$ cat config.mk
export PLATFORM = sky130hd
export DESIGN_NAME = maze_controller
export DESIGN_NICKNAME = d
export VERILOG_FILES = /design/src/rtl/maze_controller.sv
export SDC_FILE = /design/constraint.sdc
export NUM_CORES = 1
export LEC_CHECK = 0
export CORE_ASPECT_RATIO = 1.1
export CORE_MARGIN = 1.5
export CORE_UTILIZATION = 40
export CTS_CLUSTER_SIZE = 16
export DETAILED_ROUTE_END_ITERATION = 12
export GPL_TIMING_DRIVEN = 0
export PLACE_DENSITY = 0.55
export SLEW_MARGIN = 20
export SYNTH_ARGS = -nofsm -noshare
export SYNTH_HDL_FRONTEND = slang
export SYNTH_SLANG_ARGS = --single-unit
$ cat constraint.sdc
create_clock -name clk -period 4.7 [get_ports clk]
set_clock_uncertainty 0.1 [all_clocks]
set_input_delay 0.94 -clock clk [delete_from_list [all_inputs] [get_ports clk]]
set_output_delay 0.94 -clock clk [all_outputs]
set_load 0.1 [all_outputs]
$ cat src/rtl/maze_controller.sv
// Control FSM for the rat-in-maze datapath: depth-first search with backtracking
// from (0,0) to GOAL, followed by stack-driven path playback.
module maze_controller #(
    parameter logic [7:0] GOAL = 8'hFF
) (
    input  logic       clk,
    input  logic       rst,
    input  logic       start,
    input  logic       cntReach,
    input  logic       empStck,
    input  logic [7:0] curLoc,
    input  logic [7:0] nxtLoc,
    input  logic       wall,
    output logic       rgLd,
    output logic [1:0] dir,
    output logic       push,
    output logic       pop,
    output logic       adderEn,
    output logic       done,
    output logic       run,
    output logic       busy,
    output logic       found,
    output logic       fail
);

    typedef enum logic [2:0] {
        StIdle,
        StInit,
        StCheck,
        StBack,
        StDone,
        StRun,
        StFin,
        StFail
    } state_e;

    state_e       state_q, state_d;
    logic [1:0]   dir_cnt_q, dir_cnt_d;
    logic [255:0] visited_q, visited_d;
    logic         busy_q, busy_d;
    logic         found_q, found_d;
    logic         fail_q, fail_d;
    logic         blocked;

    assign blocked = cntReach | wall | visited_q[nxtLoc];

    always_ff @(posedge clk or negedge rst) begin
        if (!rst) begin
            state_q   <= StIdle;
            dir_cnt_q <= 2'd0;
            visited_q <= '0;
            busy_q    <= 1'b0;
            found_q   <= 1'b0;
            fail_q    <= 1'b0;
        end else begin
            state_q   <= state_d;
            dir_cnt_q <= dir_cnt_d;
            visited_q <= visited_d;
            busy_q    <= busy_d;
            found_q   <= found_d;
            fail_q    <= fail_d;
        end
    end

    always_comb begin
        state_d   = state_q;
        dir_cnt_d = dir_cnt_q;
        visited_d = visited_q;
        busy_d    = busy_q;
        found_d   = found_q;
        fail_d    = fail_q;
        rgLd      = 1'b0;
        dir       = 2'b00;
        push      = 1'b0;
        pop       = 1'b0;
        adderEn   = 1'b0;
        done      = 1'b0;
        run       = 1'b0;

        case (state_q)
            StIdle: begin
                if (start) state_d = StInit;
            end
            StInit: begin
                visited_d[curLoc] = 1'b1;
                dir_cnt_d         = 2'd0;
                busy_d            = 1'b1;
                state_d           = StCheck;
            end
            StCheck: begin
                if (curLoc == GOAL) begin
                    state_d = StDone;
                end else begin
                    dir     = dir_cnt_q;
                    adderEn = 1'b1;
                    if (blocked) begin
                        if (dir_cnt_q == 2'd3) state_d = StBack;
                        else dir_cnt_d = dir_cnt_q + 2'd1;
                    end else begin
                        // Stack captures the old curLoc while the registers load nxtLoc.
                        push              = 1'b1;
                        rgLd              = 1'b1;
                        visited_d[nxtLoc] = 1'b1;
                        dir_cnt_d         = 2'd0;
                    end
                end
            end
            StBack: begin
                if (empStck) begin
                    fail_d  = 1'b1;
                    busy_d  = 1'b0;
                    state_d = StFail;
                end else begin
                    pop       = 1'b1;
                    rgLd      = 1'b1;
                    dir_cnt_d = 2'd0;
                    state_d   = StCheck;
                end
            end
            StDone: begin
                done    = 1'b1;
                state_d = StRun;
            end
            StRun: begin
                if (empStck) begin
                    found_d = 1'b1;
                    busy_d  = 1'b0;
                    state_d = StFin;
                end else begin
                    run = 1'b1;
                end
            end
            default: ;
        endcase
    end

    assign busy  = busy_q;
    assign found = found_q;
    assign fail  = fail_q;

endmodule
==> results_dict.tcl <==
set metrics [dict create \
    drt_wl_total_um 56000 \
    rr_endpoint "visited_q[154]" \
    synth_top_area_frac 0.473 \
    numPortBuffers 27 \
    clockRootBuffer "clkbuf_16" \
    grt.total_usage 0.314 \
    finalNonFillerCells 1811 \
    initial_core_util 0.408 \
    syn-instance-count 1283 \
    coreArea_mm2 0.0343 \
    reg2regPathDepth 9 \
    synth.net_count 1309 \
    power.total_mw 8.25 \
    max_slew_margin 0.169 \
    hold_viol 0 \
    dr.first_iter.drc_count 1443 \
    place_congestion 0.925 \
    design_area_mm2 0.0163 \
    r2r-start "state_q[2]" \
    yosysTopAreaCell "dfrtp_1" \
    drive_above_1_share 0.131 \
    path_max_fanout 10 \
    drtAntennaViolNets 0 \
    drt-wirelength-per-cell_um 30.9 \
    fin_util 0.474 \
    synth.area.top_cells "dfrtp_1 47%, a21o_1 14%, o22ai_1 11%" \
    synth.distinct_cells 56 \
    arrival_ns 3.69 \
    status "finished with violations" \
    num_io_pins 33 \
    die_width_um 181 \
    violations "negative setup slack" \
    grt_pass1_vias 12100 \
    async_flop_share 1.00 \
    seq_area_frac_synth 0.473 \
    place_area_mm2 0.0149 \
    die_area_mm2 0.0361 \
    fmax_ghz 0.212 \
    hold_class "in -> async" \
    min_period_ns 4.73 \
    cts.clk_slew.worst_paths_ns 0.06 \
    critical_path.startpoint_type "input pin" \
    clock_sinks 264 \
    slew_violations 0 \
    grt_setup_unrepaired "true" \
    ff2ff_setup_slack_ns 0.87 \
    holdBufCountCts 0 \
    syn_to_final_growth_pct 16.3 \
    syn_area_per_cell_um2 10.9 \
    setup.worst_path.end_class "primary output" \
    ir_drop_uv 322 \
    htreeDepth 1 \
    p_per_area_mw_per_mm2 507 \
    grt.overflow.total 0 \
    antenna_found_initial 1 \
    drt_first_pass_iters 6 \
    syn_area_mm2 0.0140 \
    period_share 1.01 \
    layout_commonest_cell "dfrtp_1" \
    detailroute.via_count 12200 \
    worst_pin_slew_ns 1.25 \
    fillers 3178 \
    p_leak_nw 8.68 \
    grt_pass1_wl_um 82300 \
    core.rowCount 71 \
    fin_ws_ns -0.0274 \
    synth_edf_count 0 \
    synth_flop_cell "dfrtp_1" \
    whs_ns 0.261 \
    cap_viol_max_count 0 \
    finalSetupViolCount 1 \
    worstPathRequired_ns 3.66 \
    clockBufferDepth 3 \
    synth_warnings 0 \
    grt_max_degree 96 \
    die_h_um 199 \
    drc 0 \
    nets 1375 \
    antenna_cells 0 \
    clock_latency_ns 0.59 \
    synth_seq_cells 264 \
    cts_inserted_buffers 30 \
    routed_via_density 6.72 \
    post-place-cells 1751 \
    hpwlAfterDp_um 37500 \
    final_cell_mix "264 x dfrtp_1, 257 x o22ai_1, 256 x a21o_1" \
    path_class "in -> out" \
    tritoncts "done" \
]
[registers in the layout, indices dropped and copies added, names as in the netlist]
| name | flops |
|---|---|
| fail | 1 |
| busy | 1 |
| visited_q | 256 |
| dir_cnt_q | 2 |
| found | 1 |
| state_q | 3 |
[layout make-up]
type | count | area [µm²] | area share
sequential | 264 | 6610 | 0.406
multi-input combinational | 871 | 6590 | 0.405
buffer | 139 | 950 | 0.0584
clock buffer | 40 | 870 | 0.0535
tap | 438 | 548 | 0.0337
timing repair buffer | 34 | 403 | 0.0248
clock inverter | 16 | 260 | 0.0160
inverter | 9 | 33.8 | 0.00208
[metrics by stage]
stage,TNS (ns),worst slack (ns)
2_1_floorplan,0,0.0522
3_3_place_gp,-2668.05,-9.32
3_5_place_dp,-99.59,-1.92
4_1_cts,-0.0205,-0.0205
5_1_grt,-0.0586,-0.0586
6_report,-0.0274,-0.0274
[cells by family (layout without fill, tap and decap cells)]
| kind of cell | Yosys count | after routing | share of synthesized area |
|---|---|---|---|
| flops | 264 | 264 | 0.473 |
| compound gates | 584 | 584 | 0.290 |
| fa+ha+maj | 4 | 4 | 0.00358 |
| buf+inv | 148 | 238 | 0.0600 |
| simple gates | 187 | 187 | 0.0671 |
| mux | 96 | 96 | 0.107 |
[worst max-delay path, cell delays in order]
cell and delay (ns):
clkbuf_1 0.40, clkbuf_1 0.69, a211oi_1 0.09, nand3_1 0.16, nand4_1 0.24, nor4_4 0.44, nand3_4 0.17, nor2_4 0.19
o21a_4 0.14, buf_6 0.21
[worst max path at each step]
stage          slack [ns]        endpoint  cells after the start      start
6_report            -0.03            rgLd                     10  nxtLoc[3]
2_1_floorplan        0.05            rgLd                     12  nxtLoc[1]
3_3_place_gp        -9.32  visited_q[156]                      1        rst
5_1_grt             -0.06            rgLd                     10  nxtLoc[3]
3_5_place_dp        -1.92            rgLd                     12  nxtLoc[0]
4_1_cts             -0.02            rgLd                     11  nxtLoc[2]
[metal layers]
| layer | global-route usage | up-vias | wire length (µm) |
|---|---|---|---|
| li1 | - | 5114 | - |
| met1 | 0.412 | 6157 | 22300 |
| met2 | 0.488 | 707 | 25200 |
| met3 | 0.0682 | 190 | 5510 |
| met4 | 0.169 | 2 | 2930 |
| met5 | 0 | - | 14 |
[synthesized netlist by cell type, types with 7 or more instances]
library cell	count
nor3_1	9
a22oi_1	18
o21ai_0	8
inv_1	8
a211oi_1	7
buf_6	34
a21oi_1	8
clkbuf_1	84
buf_2	16
o22ai_1	257
dfrtp_1	264
nand3_1	34
nor2b_1	15
nand2_1	63
mux2i_1	53
mux4_2	43
nor2_1	30
a21o_1	256
[what timing repair did]
item                                   CTS  global route
pin swaps                                4             3
endpoints found under the hold margin    0             0
setup buffers                            4             0
setup endpoints to repair                5             5
resized for setup                       73            10
[report_power, final]
group | internal (mW) | switching (mW) | leakage, nW
Sequential | 2.72 | 0.260 | 3.62
Clock | 1.68 | 1.03 | 0.555
Combinational | 0.956 | 1.61 | 4.50
No activity file was read; power rests on OpenSTA's default activity.
